`config.mk`:
```
export PLATFORM = sky130hd
export DESIGN_NAME = interpolate_inverse_flat
export DESIGN_NICKNAME = d
export VERILOG_FILES = /design/src/rtl/interpolate_inverse_if.sv /design/src/rtl/interpolate_inverse.sv /design/src/flat_wrapper.sv
export SDC_FILE = /design/constraint.sdc
export NUM_CORES = 1
export LEC_CHECK = 0
export CAP_MARGIN = 20
export CORE_ASPECT_RATIO = 1.4
export CORE_MARGIN = 2
export CORE_UTILIZATION = 40
export CTS_CLUSTER_DIAMETER = 120
export DETAILED_ROUTE_END_ITERATION = 10
export GPL_TIMING_DRIVEN = 0
export HOLD_SLACK_MARGIN = 0.05
export RECOVER_POWER = 50
export SLEW_MARGIN = 40
export SYNTH_ARGS = -nofsm -noshare
export SYNTH_HDL_FRONTEND = slang
export SYNTH_SLANG_ARGS = --single-unit
```
`constraint.sdc`:
```
create_clock -name clk -period 14.5 [get_ports clk]
set_input_delay 2.175 -clock clk [delete_from_list [all_inputs] [get_ports clk]]
set_output_delay 2.175 -clock clk [all_outputs]
set_load 0.02 [all_outputs]
```
`src/rtl/interpolate_inverse_if.sv`:
```
// Request/result bundle for the inverse linear interpolator.
// The master drives start and the operands; the slave returns Tk with status.
interface interpolate_inverse_if #(
    parameter int WIDTH = 16
);
    logic             start;
    logic [WIDTH-1:0] Tn;
    logic [WIDTH-1:0] Tz;
    logic [WIDTH-1:0] Un;
    logic [WIDTH-1:0] Uz;
    logic [WIDTH-1:0] Uk;
    logic [WIDTH-1:0] Tk;
    logic             error;
    logic             ready;
    logic             busy;

    modport master (
        output start, Tn, Tz, Un, Uz, Uk,
        input  Tk, error, ready, busy
    );

    modport slave (
        input  start, Tn, Tz, Un, Uz, Uk,
        output Tk, error, ready, busy
    );
endinterface

```
`src/rtl/interpolate_inverse.sv`:
```
// Sequential inverse linear interpolator: Tk = Tn + (Uk-Un)*(Tz-Tn)/(Uz-Un).
// Registered multiply, bit-serial restoring divide, fixed 2*WIDTH+3 edge latency.
module interpolate_inverse #(
    parameter int WIDTH = 16,
    parameter int FRAC  = 8
) (
    input logic                  clk,
    input logic                  rst_n,
    interpolate_inverse_if.slave bus
);
    localparam int CW    = $clog2(2 * WIDTH);
    localparam int QFRAC = 2 * FRAC - FRAC;
    localparam logic [2*WIDTH-1:0] POS_LIM = {{(WIDTH + 1){1'b0}}, {(WIDTH - 1){1'b1}}};
    localparam logic [2*WIDTH-1:0] NEG_LIM = {{WIDTH{1'b0}}, 1'b1, {(WIDTH - 1){1'b0}}};
    localparam logic [WIDTH-1:0]   SMAX    = {1'b0, {(WIDTH - 1){1'b1}}};
    localparam logic [WIDTH-1:0]   SMIN    = {1'b1, {(WIDTH - 1){1'b0}}};

    typedef enum logic [2:0] {S_IDLE, S_SUB, S_MUL, S_DIV, S_ADD} state_t;

    state_t                    state_q, state_d;
    logic signed [WIDTH-1:0]   tn_q, tn_d, tz_q, tz_d, un_q, un_d, uz_q, uz_d, uk_q, uk_d;
    logic signed [WIDTH-1:0]   du_q, du_d, dt_q, dt_d, dd_q, dd_d;
    logic [2*WIDTH-1:0]        num_q, num_d, quot_q, quot_d;
    logic [WIDTH-1:0]          rem_q, rem_d, div_q, div_d;
    logic [CW-1:0]             cnt_q, cnt_d;
    logic                      sign_q, sign_d, dz_q, dz_d, fault_q, fault_d;
    logic [WIDTH-1:0]          tk_q, tk_d;
    logic                      error_q, error_d, ready_q, ready_d, busy_q, busy_d;

    logic signed [WIDTH-1:0]   sub_du, sub_dt, sub_dd;
    logic signed [2*WIDTH-1:0] prod;
    logic [2*WIDTH-1:0]        p_mag, q_mag;
    logic [WIDTH-1:0]          dd_mag, q_sat;
    logic [WIDTH:0]            shift_v, diff_v;
    logic signed [WIDTH:0]     sum;
    logic                      q_ovf, add_ovf;

    function automatic logic sub_ovf(input logic [WIDTH-1:0] a, input logic [WIDTH-1:0] b,
                                     input logic [WIDTH-1:0] d);
        return (a[WIDTH-1] != b[WIDTH-1]) && (d[WIDTH-1] != a[WIDTH-1]);
    endfunction

    always_comb begin
        state_d = state_q;
        tn_d = tn_q; tz_d = tz_q; un_d = un_q; uz_d = uz_q; uk_d = uk_q;
        du_d = du_q; dt_d = dt_q; dd_d = dd_q;
        num_d = num_q; quot_d = quot_q; rem_d = rem_q; div_d = div_q;
        cnt_d = cnt_q; sign_d = sign_q; dz_d = dz_q; fault_d = fault_q;
        tk_d = tk_q; error_d = error_q; busy_d = busy_q;
        ready_d = 1'b0;

        sub_du  = uk_q - un_q;
        sub_dt  = tz_q - tn_q;
        sub_dd  = uz_q - un_q;
        prod    = du_q * dt_q;
        p_mag   = prod[2*WIDTH-1] ? -prod : prod;
        dd_mag  = dd_q[WIDTH-1] ? -dd_q : dd_q;
        shift_v = {rem_q, num_q[2*WIDTH-1]};
        diff_v  = shift_v - {1'b0, div_q};

        // Product has 2*FRAC fraction bits, divisor FRAC, so the quotient is already aligned.
        q_mag = dz_q ? '0 : (quot_q >> (QFRAC - FRAC));
        q_ovf = 1'b0;
        if (!sign_q && q_mag > POS_LIM) begin
            q_sat = SMAX;
            q_ovf = 1'b1;
        end else if (sign_q && q_mag > NEG_LIM) begin
            q_sat = SMIN;
            q_ovf = 1'b1;
        end else begin
            q_sat = sign_q ? -q_mag[WIDTH-1:0] : q_mag[WIDTH-1:0];
        end
        sum     = {tn_q[WIDTH-1], tn_q} + {q_sat[WIDTH-1], q_sat};
        add_ovf = sum[WIDTH] != sum[WIDTH-1];

        case (state_q)
            S_IDLE: begin
                if (bus.start) begin
                    tn_d = bus.Tn; tz_d = bus.Tz; un_d = bus.Un; uz_d = bus.Uz; uk_d = bus.Uk;
                    busy_d  = 1'b1;
                    fault_d = 1'b0;
                    state_d = S_SUB;
                end
            end
            S_SUB: begin
                du_d    = sub_du;
                dt_d    = sub_dt;
                dd_d    = sub_dd;
                dz_d    = (sub_dd == '0);
                fault_d = fault_q | sub_ovf(uk_q, un_q, sub_du) | sub_ovf(tz_q, tn_q, sub_dt)
                          | sub_ovf(uz_q, un_q, sub_dd) | (sub_dd == '0);
                state_d = S_MUL;
            end
            S_MUL: begin
                num_d   = p_mag;
                div_d   = dd_mag;
                rem_d   = '0;
                quot_d  = '0;
                sign_d  = prod[2*WIDTH-1] ^ dd_q[WIDTH-1];
                cnt_d   = CW'(2 * WIDTH - 1);
                state_d = S_DIV;
            end
            S_DIV: begin
                // No borrow out of the trial subtraction means the divisor fits.
                if (!diff_v[WIDTH]) begin
                    rem_d  = diff_v[WIDTH-1:0];
                    quot_d = {quot_q[2*WIDTH-2:0], 1'b1};
                end else begin
                    rem_d  = shift_v[WIDTH-1:0];
                    quot_d = {quot_q[2*WIDTH-2:0], 1'b0};
                end
                num_d = num_q << 1;
                if (cnt_q == '0) state_d = S_ADD;
                else             cnt_d   = cnt_q - 1'b1;
            end
            S_ADD: begin
                tk_d    = add_ovf ? (sum[WIDTH] ? SMIN : SMAX) : sum[WIDTH-1:0];
                error_d = fault_q | q_ovf | add_ovf;
                ready_d = 1'b1;
                busy_d  = 1'b0;
                state_d = S_IDLE;
            end
            default: state_d = S_IDLE;
        endcase
    end

    always_ff @(posedge clk or negedge rst_n) begin
        if (!rst_n) begin
            state_q <= S_IDLE;
            tn_q <= '0; tz_q <= '0; un_q <= '0; uz_q <= '0; uk_q <= '0;
            du_q <= '0; dt_q <= '0; dd_q <= '0;
            num_q <= '0; quot_q <= '0; rem_q <= '0; div_q <= '0;
            cnt_q <= '0; sign_q <= 1'b0; dz_q <= 1'b0; fault_q <= 1'b0;
            tk_q <= '0; error_q <= 1'b0; ready_q <= 1'b0; busy_q <= 1'b0;
        end else begin
            state_q <= state_d;
            tn_q <= tn_d; tz_q <= tz_d; un_q <= un_d; uz_q <= uz_d; uk_q <= uk_d;
            du_q <= du_d; dt_q <= dt_d; dd_q <= dd_d;
            num_q <= num_d; quot_q <= quot_d; rem_q <= rem_d; div_q <= div_d;
            cnt_q <= cnt_d; sign_q <= sign_d; dz_q <= dz_d; fault_q <= fault_d;
            tk_q <= tk_d; error_q <= error_d; ready_q <= ready_d; busy_q <= busy_d;
        end
    end

    assign bus.Tk    = tk_q;
    assign bus.error = error_q;
    assign bus.ready = ready_q;
    assign bus.busy  = busy_q;
endmodule
```
`src/flat_wrapper.sv`:
```
// flat-port wrapper written by rule: the top's interface ports become plain ports
module interpolate_inverse_flat 
#(
    parameter int WIDTH = 16,
    parameter int FRAC  = 8
)
  (clk, rst_n, bus_start, bus_Tn, bus_Tz, bus_Un, bus_Uz, bus_Uk, bus_Tk, bus_error, bus_ready, bus_busy);
  interpolate_inverse_if #(.WIDTH(WIDTH)) bus_i ();
  input logic clk;
  input logic rst_n;
  input wire logic [$bits(bus_i.start)-1:0] bus_start;
  input wire logic [$bits(bus_i.Tn)-1:0] bus_Tn;
  input wire logic [$bits(bus_i.Tz)-1:0] bus_Tz;
  input wire logic [$bits(bus_i.Un)-1:0] bus_Un;
  input wire logic [$bits(bus_i.Uz)-1:0] bus_Uz;
  input wire logic [$bits(bus_i.Uk)-1:0] bus_Uk;
  output wire logic [$bits(bus_i.Tk)-1:0] bus_Tk;
  output wire logic [$bits(bus_i.error)-1:0] bus_error;
  output wire logic [$bits(bus_i.ready)-1:0] bus_ready;
  output wire logic [$bits(bus_i.busy)-1:0] bus_busy;
  assign bus_i.start = bus_start;
  assign bus_i.Tn = bus_Tn;
  assign bus_i.Tz = bus_Tz;
  assign bus_i.Un = bus_Un;
  assign bus_i.Uz = bus_Uz;
  assign bus_i.Uk = bus_Uk;
  assign bus_Tk = bus_i.Tk;
  assign bus_error = bus_i.error;
  assign bus_ready = bus_i.ready;
  assign bus_busy = bus_i.busy;
  interpolate_inverse #(.WIDTH(WIDTH), .FRAC(FRAC)) u_core (.clk(clk), .rst_n(rst_n), .bus(bus_i));
endmodule
```
; After elaboration in Yosys (flattened, before gate mapping)
; Cells that the tools add are included.
; Widths: inputs -> output; s select.
[classes]
n_reduce_logical = 17
n_div = 0
n_lt_le_gt_ge = 2
multipliers = 1
muxes = 25
bitwise_logic = 7
shifts = 0
eq_ne = 14
add_sub_neg = 9
[ops]
columns = cell, count
row1 = $pmux 32 s2, 2
row2 = $mux 16, 7
row3 = $mux 32, 2
row4 = $sub 16x16->16, 3
row5 = $gt 32x15->1 const B, 1
row6 = $gt 32x16->1 const B, 1
row7 = $mul 16x16->32, 1
row8 = $neg 16->16, 2
row9 = $neg 32->32, 1
row10 = $pmux 16 s2, 1
row11 = $add 16x16->17, 1
row12 = $sub 17x16->17, 1
row13 = $logic_not 16->1, 1
row14 = $pmux 3 s4, 1
row15 = $pmux 5 s2, 1
row16 = $reduce_and 2->1, 5
row17 = $ne 1x1->1, 7
row18 = $eq 3x2->1 const B, 2
row19 = $mux 1, 6
row20 = $mux 3, 2
row21 = $or 1x1->1, 6
row22 = $reduce_bool 2->1, 3
row23 = $logic_and 1x1->1, 5
row24 = $logic_not 5->1, 1
row25 = 10 further kinds, 12
[word_totals]
wordCells = 96
mem_bits_ro = 0
reg_bits = 254
ram_bits = 0
latchBits = 0
mem_count = 0

; Longest topological paths before layout
[depth]
ltp_word = 8
ltp_mapped = 28

; Worst setup path before layout
; Ideal clock, no wire load.
[synth_path]
kind = register -> register
startpoint = register u_core.dt_q[1]
endpoint = register u_core.num_q[27]
synth_period_minus_slack_ns = 6.781
path_buffers = 2
stages_incl_launch_ff = 25
t_arrival_ns = 6.677
slack_ns = 7.719
required_time_ns = 14.396
setup_time_ns = 0.104
cell_sequence = dfrtp_1 clkbuf_1 nand2_1 inv_1 fa_1 inv_1 fa_1 inv_1 fa_1 fa_1 fa_1 inv_1 fa_1 inv_1 ha_1 a21oi_1 o21ai_0 a221o_1 a22o_1 a211oi_2 a31oi_4 xor2_1 buf_2 nor4_1 o41ai_2
[synth_between]
elab_chain_cells = 4
[synth_rtl]
columns = item, line_no
row1 = from (decl), interpolate_inverse.sv:22  ; logic signed [WIDTH-1:0] du_q, du_d, dt_q, dt_d, dd_q, dd_d;
row2 = from (signal assigned), interpolate_inverse.sv:131  ; du_q <= '0; dt_q <= '0; dd_q <= '0;
row3 = from (signal assigned), interpolate_inverse.sv:138  ; du_q <= du_d; dt_q <= dt_d; dd_q <= dd_d;
row4 = $mul 16x16->32 *, interpolate_inverse.sv:55  ; prod = du_q * dt_q;
row5 = $neg 32->32, interpolate_inverse.sv:56  ; p_mag = prod[2*WIDTH-1] ? -prod : prod;
row6 = $mux 32 *, interpolate_inverse.sv:56
row7 = $pmux 32 s2 *, interpolate_inverse.sv:76  ; case (state_q)
row8 = to (signal assigned), interpolate_inverse.sv:139  ; num_q <= num_d; quot_q <= quot_d; rem_q <= rem_d; div_q <= div_d;
row9 = to (decl), interpolate_inverse.sv:23  ; logic [2*WIDTH-1:0] num_q, num_d, quot_q, quot_d;
; Every way passes the cells marked *; elsewhere a longest branch is shown, timed or not.
; A chain may end at the register's enable or synchronous reset.

; Final worst setup path
[layout_path]
startpoint = register u_core.dt_q[7]
endpoint = register u_core.num_q[26]
; Same word-level chain as after synthesis.

==> impl_metrics.csv <==
group,metric,value,unit
floorplanning,num_io_pins,102,
routing,first_iter_violations,976,
logic_synthesis,synthesis.area,25300,um2
logic_synthesis,ys.flop_type,"dfrtp_1",
routing,via_count,20073,
layout,syn_to_final_growth,12.2,%
routing,vias_per_cell,5.25,
worst_hold_path,min_path_type,"reg -> reg",
placed_design,place_hpwl,58100,um
logic_synthesis,synth_top_area_share,25.1,%
logic_synthesis,yosys.area.top_type,"dfrtp_1",
setup_path,critPathRequiredTime,14.93,ns
setup_path,max_stage_delay,0.57,ns
clocking,path_clk_slew,0.06,ns
placed_design,port_buffers,101,
logic_synthesis,synth_edf_count,0,
setup_path,crit_fanout,10,
logic_synthesis,syn_area_per_cell,8.94,um2
layout,final_cell_count_no_fill,3822,
setup_path,r2r-start,"u_core.dt_q[7]",
logic_synthesis,yosys_warnings,0,
floorplanning,rows,109,
sta,slew_headroom,-165,%
floorplanning,die-area,65400,um2
setup_path,crit_buf_inv,7,
sta,whs,0.475,ns
clocking,clock-sinks,254,
global_route,antenna_found_initial,1,
routing,wl_per_cell,18.6,um
clocking,tritoncts,"built",
clocking,clockBufferDepth,3,
layout,final_nets,3482,
clocking,root_buffer,"clkbuf_16",
global_route,grt_use_total,22.5,%
sta,fin_skew,0.0234,ns
job,maxCapViolations,2,
clocking,post_cts_resized,0,
placed_design,post-place-ws,6.45,ns
setup_path,worstSetupStartpoint,"u_core.dt_q[7]",
sta,period_share,55.8,%
sta,hold_viol_final,0,
placed_design,dpl.cell_count,3770,
global_route,grt_pass1_wl,116000,um
setup_path,cp_slowest_cell,"fa_1",
floorplanning,die_h,302,um
clocking,holdBufCountCts,0,
sta,fmax,0.124,GHz
sta,setup_viol,0,
setup_path,path_class,"reg -> reg",
sta,setup_tns,0,ns
routing,antenna_left,0,
setup_path,start_kind,"register",
setup_path,worstPathArrival,8.53,ns
logic_synthesis,synth-seq-cells,254,
logic_synthesis,yosysSeqAreaShare,25.1,%
floorplanning,start_util,40.3,%
global_route,grt_pass1_vias,21741,
layout,drive_gt1_share,5.35,%
worst_hold_path,min_from,"u_core.quot_q[31]",
clocking,clock_latency,0.57,ns
routing,wl,71100,um
floorplanning,core-area,62900,um2
clocking,cts_made_buffers,28,
routing,drc,0,
placed_design,routabilityCongestion,0.922,
sta,tightest_slew,3.97,ns
logic_synthesis,synth_nets,3347,
logic_synthesis,synth.most_common_cell,"nand2_1",
clocking,cts_max_level,1,
status,status,"finished with violations",
logic_synthesis,async_reset_ff_share,100,%
setup_path,cp-end-kind,"register",
setup_path,cpMostUsedCell,"fa_1",
clocking,postCtsSetupBuffers,0,
global_route,grt_overflow,0,
routing,firstDrtPassIters,5,
setup_path,cp_top_family,"adder cells",
sta,period_needed,8.10,ns
global_route,grt_start_max_net_pins,73,
status,violations,"capacitance limit, slew limit",
logic_synthesis,ys_top_cells_by_area,"dfrtp_1 (25%), fa_1 (21%), ha_1 (8.1%), nand2_1 (6.4%), inv_1 (6.1%)",
sta,rsz0062_at_grt,"false",
sta,slew_viol_final,130,
logic_synthesis,synth_commonest_cells,"nand2_1 (431), inv_1 (412), fa_1 (267)",
sta,setup_ws,6.40,ns
logic_synthesis,synth_cells,2833,
logic_synthesis,ys_types,91,
floorplanning,die_x,217,um
-- cells by family (layout without fill, tap and decap cells) --
logic type | after synthesis | in the layout | synth area share, %
mux | 89 | 89 | 3.77
other cells | 0 | 2 | 0
flops | 254 | 254 | 25.1
compound gates | 468 | 468 | 11.5
buf+inv | 523 | 678 | 7.81
simple gates | 930 | 930 | 17.7
fa+ha+maj | 434 | 434 | 29.3
xor+xnor | 135 | 135 | 4.76
-- cell usage in the layout, fill, tap and decap left out, types with 72 or more instances in the layout --
cell             count
nor2_1             108
ha_1               164
dfrtp_1            254
a21oi_1             84
clkbuf_1           102
xnor2_1             78
o21ai_0            195
nand2_1            431
fa_1               267
inv_1              412
and2_1             137
nand3_1             72
clkdlybuf4s50_1     99
-- worst min-delay path: cells and delay by family (launching register included) --
kind / cells / cell delay [ns]
flops: 1 / 0.35
simple gates: 2 / 0.10
-- worst paths after layout --
path | to | slack [ns] | cells after the start
setup / recovery | u_core.num_q[26] | 6.40 | 25
hold / removal | u_core.quot_q[31] | 0.47 | 2
setup reg to reg | u_core.num_q[26] | 6.40 | 25
hold reg to reg | u_core.quot_q[31] | 0.47 | 2
max in group asynchronous | u_core.bus.Tk[5] | 6.84 | 2
min in group asynchronous | u_core.uz_q[11] | 2.69 | 1
-- flip-flops by register name (all words and copies together), names as in the netlist, 3 cells and up --
| register | flops |
|---|---|
| u_core.num_q | 32 |
| u_core.quot_q | 32 |
| u_core.bus.Tk | 16 |
| u_core.dd_q | 16 |
| u_core.div_q | 16 |
| u_core.dt_q | 16 |
| u_core.du_q | 16 |
| u_core.rem_q | 16 |
| u_core.tn_q | 16 |
| u_core.tz_q | 16 |
| u_core.uk_q | 16 |
| u_core.un_q | 16 |
| u_core.uz_q | 16 |
| u_core.cnt_q | 5 |
| u_core.state_q | 3 |
-- layout make-up --
cell class / instances / area (um2)
Sequential cell: 254 / 6360
Inverter: 413 / 1550
Antenna cell: 2 / 5.00
Buffer: 110 / 428
Clock inverter: 10 / 143
Multi-Input combinational cell: 2056 / 17000
Timing Repair Buffer: 105 / 1070
Fill cell: 6086 / 34400
Tap cell: 832 / 1040
Clock buffer: 40 / 826
-- routing by layer --
metal	share of wire (%)	GRT usage, %	up-vias	wire length [um]
met5	0	0	-	0
met2	53	42.6	411	37600
met3	3.5	2.03	148	2470
met1	39	25.6	10078	27600
met4	4.9	9.92	0	3490
li1	-	-	9436	-
-- per-stage QoR --
step                utilization, %  area (um2)
finish                        45.2       28400
global route                  45.2       28400
global placement              43.6       27400
detailed placement            43.7       27500
floorplan                        -       25300
CTS                           45.3       28500
Power is left out: the tool's default activity adds up to more than one toggle a clock period on the data nets, which glitch-free logic cannot reach.
